### src/rtl/prom_shadow_loader.sv
// prom_shadow_loader: walks an async PROM once per START and streams each byte as a one-cycle shadow-RAM write.
// Optional running byte checksum output is enabled by defining PROM_LOADER_CHECKSUM_EN.
module prom_shadow_loader #(
    parameter int ADDR_WIDTH  = 5,
    parameter int DATA_WIDTH  = 8,
    parameter int WAIT_CYCLES = 2
) (
    input  logic                  clk_i,
    input  logic                  rst_n_i,
    input  logic                  start_i,
    output logic                  busy_o,
    output logic                  done_o,
    output logic                  prom_e_n_o,
    output logic [ADDR_WIDTH-1:0] prom_a_o,
    input  logic [DATA_WIDTH-1:0] prom_q_i,
    output logic                  wr_en_o,
    output logic [ADDR_WIDTH-1:0] wr_addr_o,
    output logic [DATA_WIDTH-1:0] wr_data_o
`ifdef PROM_LOADER_CHECKSUM_EN
    ,
    output logic [DATA_WIDTH-1:0] checksum_o
`endif
);
    localparam int CW = WAIT_CYCLES > 1 ? $clog2(WAIT_CYCLES) : 1;
    localparam logic [CW-1:0] RELOAD = CW'(WAIT_CYCLES - 1);

    typedef enum logic [1:0] {IDLE, ACCESS, FINISH, DONE_S} state_t;

    state_t                state_q;
    logic [CW-1:0]         cnt_q;
    logic                  busy_q, done_q, e_n_q, wr_en_q;
    logic [ADDR_WIDTH-1:0] prom_a_q, wr_addr_q;
    logic [DATA_WIDTH-1:0] wr_data_q;
`ifdef PROM_LOADER_CHECKSUM_EN
    logic [DATA_WIDTH-1:0] sum_q;
    assign checksum_o = sum_q;
`endif

    always_ff @(posedge clk_i or negedge rst_n_i) begin
        if (!rst_n_i) begin
            state_q   <= IDLE;
            cnt_q     <= '0;
            busy_q    <= 1'b0;
            done_q    <= 1'b0;
            e_n_q     <= 1'b1;
            prom_a_q  <= '0;
            wr_en_q   <= 1'b0;
            wr_addr_q <= '0;
            wr_data_q <= '0;
`ifdef PROM_LOADER_CHECKSUM_EN
            sum_q     <= '0;
`endif
        end else begin
            wr_en_q <= 1'b0;
            case (state_q)
                IDLE, DONE_S: if (start_i) begin
                    state_q  <= ACCESS;
                    prom_a_q <= '0;
                    e_n_q    <= 1'b0;
                    busy_q   <= 1'b1;
                    done_q   <= 1'b0;
                    cnt_q    <= RELOAD;
`ifdef PROM_LOADER_CHECKSUM_EN
                    sum_q    <= '0;
`endif
                end
                ACCESS: if (cnt_q != '0) begin
                    cnt_q <= cnt_q - 1'b1;
                end else begin
                    // capture edge: Q has been stable for WAIT_CYCLES clocks
                    wr_en_q   <= 1'b1;
                    wr_addr_q <= prom_a_q;
                    wr_data_q <= prom_q_i;
`ifdef PROM_LOADER_CHECKSUM_EN
                    sum_q     <= sum_q + prom_q_i;
`endif
                    if (&prom_a_q) begin
                        state_q <= FINISH;
                        e_n_q   <= 1'b1;
                    end else begin
                        prom_a_q <= prom_a_q + 1'b1;
                        cnt_q    <= RELOAD;
                    end
                end
                FINISH: begin
                    state_q <= DONE_S;
                    done_q  <= 1'b1;
                    busy_q  <= 1'b0;
                end
                default: state_q <= IDLE;
            endcase
        end
    end

    assign busy_o     = busy_q;
    assign done_o     = done_q;
    assign prom_e_n_o = e_n_q;
    assign prom_a_o   = prom_a_q;
    assign wr_en_o    = wr_en_q;
    assign wr_addr_o  = wr_addr_q;
    assign wr_data_o  = wr_data_q;
endmodule

### config.mk
export PLATFORM = sky130hd
export DESIGN_NAME = prom_shadow_loader
export DESIGN_NICKNAME = d
export VERILOG_FILES = /design/src/rtl/prom_shadow_loader.sv
export SDC_FILE = /design/constraint.sdc
export NUM_CORES = 1
export LEC_CHECK = 0
export BUFFER_PORTS_ARGS = -buffer_cell sky130_fd_sc_hd__buf_2
export CORE_ASPECT_RATIO = 1.4
export CORE_UTILIZATION = 50
export DETAILED_ROUTE_END_ITERATION = 8
export PLACE_DENSITY = 0.76
export SETUP_SLACK_MARGIN = 0.15
export SYNTH_ARGS = -nofsm -noshare
export SYNTH_HDL_FRONTEND = slang
export SYNTH_SLANG_ARGS = --single-unit
export TNS_END_PERCENT = 5
### constraint.sdc
create_clock -name clk_i -period 5.8 [get_ports clk_i]
set_input_delay 1.45 -clock clk_i [delete_from_list [all_inputs] [get_ports clk_i]]
set_output_delay 1.45 -clock clk_i [all_outputs]
set_load 0.005 [all_outputs]
* Word-level counts from Yosys, hierarchy flattened
Cells that the tools add are included.
** Cells by class
- Add/subtract/negate cells :: 2
- Equality and inequality tests :: 7
- Multiplexer cells :: 20
- Bitwise logic cells :: 1
- Reduce and logical (&&, ||, !) cells :: 11
** Operator list (number)
- $mux 5 :: 3
- $pmux 5 s2 :: 1
- $mux 1 :: 8
- $ne 2x2->1 const B :: 4
- $pmux 1 s2 :: 4
- $reduce_and 4->1 :: 2
- $mux 2 :: 3
- $pmux 2 s3 :: 1
- $reduce_and 2->1 :: 3
- $add 5x1->5 const B :: 1
- $reduce_and 5->1 :: 1
- $eq 2x2->1 const B :: 2
- $reduce_bool 2->1 :: 2
- $reduce_and 3->1 :: 1
- $eq 2x1->1 const B :: 1
- $logic_not 2->1 :: 1
- $reduce_or 2->1 :: 1
- $not 1->1 :: 1
- $sub 1x1->1 const B :: 1
** Storage, ports and cells
- Register bits after elaboration :: 25
- Input bits :: 11
- Output and inout bits :: 22
- Logic and storage cells :: 50

* Logic depth before layout (Yosys ltp)
- Depth in word-level cells :: 4
- Gate-level depth with buffers :: 6
- Mapped depth without buffers :: 6

* Worst setup path before layout
Ideal clock, no wire load.
- Path kind :: in2reg
- Start :: input port start_i
- End :: register prom_a_q[3] (netlist: prom_a_o[3])
- Setup time :: 0.078 ns
- Data arrival time :: 2.149 ns
- Required time :: 5.722 ns
- Path slack :: 3.573 ns
- Stages on the path :: 3
- Path buffers :: 0
- Path through :: mux2i_2 or4_1 a21boi_1
** On the way
- Cells in the longest elaborated chain, start to end :: 2
** RTL lines
- start, declared :: RTL line 10 : input logic start_i,
- $ne 2x2->1 (no line)
- $reduce_and 4->1 (no line)
- end signal, assigned :: RTL line 81 : prom_a_q <= prom_a_q + 1'b1;
- end, declared :: RTL line 32 : logic [ADDR_WIDTH-1:0] prom_a_q, wr_addr_q;
No other way between the ends.
A chain may end at the register's enable or synchronous reset.

* Worst setup path in the final report
- Start :: register e_n_q (netlist: prom_e_n_o)
- End :: output port prom_e_n_o
** RTL lines
- start, declared :: RTL line 31 : logic busy_q, done_q, e_n_q, wr_en_q;
- start signal, assigned :: RTL line 45 : e_n_q <= 1'b1;
- start signal, assigned :: RTL line 59 : e_n_q <= 1'b0;
- start signal, assigned :: RTL line 79 : e_n_q <= 1'b1;
- end, declared :: RTL line 13 : output logic prom_e_n_o,
No word-level cell between the ends.

==> results by group <==
Synth
  • Count leader, synth: dfrtp_1
  • Yosys top cell area share: 0.518
  • Synth Register Bits: 25
  • Netlist cell types: 29
  • Avg Inst Size Synth: 12.3 um2
  • Largest cells by area after synthesis: dfrtp_1 52%, mux2_2 14%, ha_1 5.4%
  • Post-synth ARST share: 1.00
  • Seq/Total Area, Yosys: 0.541
  • Synthesized instance count: 94
  • Commonest cells post-synth: 24 x dfrtp_1, 14 x mux2_2, 10 x o21ai_0, 5 x ha_1, 5 x inv_1
  • Synthesized area: 0.00116 mm2
  • Primary FF master, synth: dfrtp_1
  • Post-synth top area cell: dfrtp_1
  • Post-synth EDFFs: 0
  • Synth warnings: 0
  • Net Count, Synth: 110

Setup path
  • R2R cell count: 5
  • Worst path max stage delay: 550 ps
  • CP arrival: 960 ps
  • Total stage count of the critical path: 1
  • Buf/Inv on CP: 1
  • Max stage delay cell, worst path: dfstp_2
  • Worst path top cell family by delay: flip-flops
  • Critical Path Start Type: flip-flop
  • Crit-path cells: buf_2
  • CP Class: flip-flop to output pin
  • Crit path max fanout: 2
  • CP Capture Type: output pin
  • Critical Path RT: 4350 ps

Finish
  • Final Cell Area: 0.00134 mm2
  • Final Net Count: 144
  • Ant. Diodes: 0
  • Share of cells above drive strength 1: 0.409
  • Final Util: 0.617
  • Fillers: 186
  • Synth-to-Final Area Change: 15.9%

GRT
  • Total track usage: 0.169
  • Antenna violations before repair: 0
  • Vias in the first global route: 797
  • First-pass GRT wire length: 3260 um
  • Largest net degree at the start of global routing: 26
  • Congestion Overflow GR: 0

Placed design
  • Gp weighted congestion: 0.865
  • Detailed placement HPWL: 1450 um
  • PortBufs: 32
  • DP Area: 0.00132 mm2

Detailed routing
  • Final ANT Viol Nets: 0
  • Metal1 wirelength: 839 um
  • DRC errors left: 0
  • Vias per cell: 5.60
  • Met2 WL post-DR: 1010 um
  • Vias post-DR: 835
  • DR top layer: met4
  • Pre-antenna DRT Iters: 4
  • Wirelength per Cell: 13.1 um
  • 1st-iter DRT viols: 18
  • WL final: 1950 um
  • Met3 wire length: 88 um

Die
  • # IOs: 33
  • Die W: 42.7 um
  • Row cnt: 20
  • Die area: 0.00252 mm2
  • Initial Util: 0.532
  • Die H: 59.0 um
  • Core ar.: 0.00218 mm2

Clock tree
  • TritonCTS clock tree: done
  • Clk sink count: 25
  • Worst-Skew Late Latency: 310 ps
  • Post-CTS Setup Repair Bufs: 0
  • Max Root-Sink Buffers: 2
  • H-tree depth: 1
  • Clock transition at path regs: 120 ps
  • Total CTS buffers: 3
  • CTS resizes: 0
  • Hold buffers post-CTS: 0
  • Root Driver: clkbuf_4

Status
  • Status: complete, no violations

Pwr
  • P_leak: 0.000672 uW
  • PD cells: 198 mW/mm2
  • Seq pwr share: 0.669
  • Internal: 211 uW
  • VDD IR max: 0.000178 V
  • Sw Share: 0.209
  • Combinational share of power: 0.051
  • Switching pwr: 55.6 uW
  • Clock share of power: 0.280

Hold path
  • Hold depth: 1
  • Hold Path Class: flip-flop to flip-flop

Timing
  • Final setup vio count: 0
  • Clk_skew: 5.05 ps
  • Final Hold Vio Count: 0
  • Setup TNS: 0 ps
  • Crit path time final: 2410 ps
  • Pins over their slew limit: 0
  • RSZ-0062 raised after global routing: false
  • Worst-Margin Slew: 1090 ps
  • Achievable frequency: 414 MHz
  • Relative slew slack: 0.273
  • Hold slack: 514 ps
  • Period Utilization, post-route: 0.416

Flow run
  • Max Cap Violations: 0
## worst paths after layout
| check | start | slack [ps] | end |
|---|---|---|---|
| worst max-delay path | prom_e_n_o | 3390 | prom_e_n_o |
| worst min-delay path | wr_data_o[2] | 510 | wr_data_o[2] |
| worst min register to register | wr_data_o[2] | 510 | wr_data_o[2] |
| min in group asynchronous | rst_n_i | 1100 | wr_addr_o[1] |
| max in group asynchronous | rst_n_i | 4330 | prom_e_n_o |
| worst max register to register | state_q[1] | 3410 | wr_addr_o[2] |
## routing by layer
layer,vias up,GRT usage
li1,399,-
met1,399,0.189
met2,35,0.323
met3,2,0.0184
met4,0,0.0625
met5,-,0
## flip-flops by register name (all words and copies together), names as in the netlist
register	count
busy_o	1
cnt_q	1
done_o	1
prom_a_o	5
prom_e_n_o	1
state_q	2
wr_addr_o	5
wr_data_o	8
wr_en_o	1
## final cells by class
type / instances / area (um2) / area share
sequential: 25 / 627 / 0.467
multi-input combinational: 61 / 483 / 0.360
timing repair buffer: 32 / 160 / 0.119
tap: 22 / 27.5 / 0.0205
clock buffer: 4 / 26.3 / 0.0196
inverter: 5 / 18.8 / 0.0140
## per-stage QoR
stage               power (uW)  instances  setup WS (ps)
finish                     266        149           3390
global route               280        149           3170
CTS                        270        149           3360
detailed placement         196        145           3300
global placement           195        145           3340
floorplan                  185         94           3570
## power by group through the flow
| stage | logic [uW] | registers, uW | clock network [uW] |
|---|---|---|---|
| after floorplan | 3.30 | 182 | 0 |
| after global placement | 13.4 | 181 | 0 |
| after detailed placement | 13.9 | 182 | 0 |
| after CTS | 13.9 | 178 | 78.2 |
| after global routing | 15.5 | 179 | 85.8 |
| final | 13.6 | 178 | 74.6 |
## logic make-up after synthesis
family	synth area share
multiplexers	0.165
buffers and inverters	0.0421
adder cells (fa/ha/maj)	0.0540
AO/OA/AOI/OAI	0.117
AND/OR/NAND/NOR	0.0810
flip-flops	0.541
## cell usage in the layout (no fill, tap or decap), types with 2 or more instances in the layout
cell type and n:
nand3_1 2, nand2_1 4, o21ai_0 10, nor2b_1 3, ha_1 5, mux2i_1 2, nor2_1 2, mux2_2 14
nand2b_1 2, clkbuf_4 3, a21oi_1 3, dfrtp_1 24, buf_2 32, inv_1 5
Note: power is estimated with default switching activity, not from simulation.
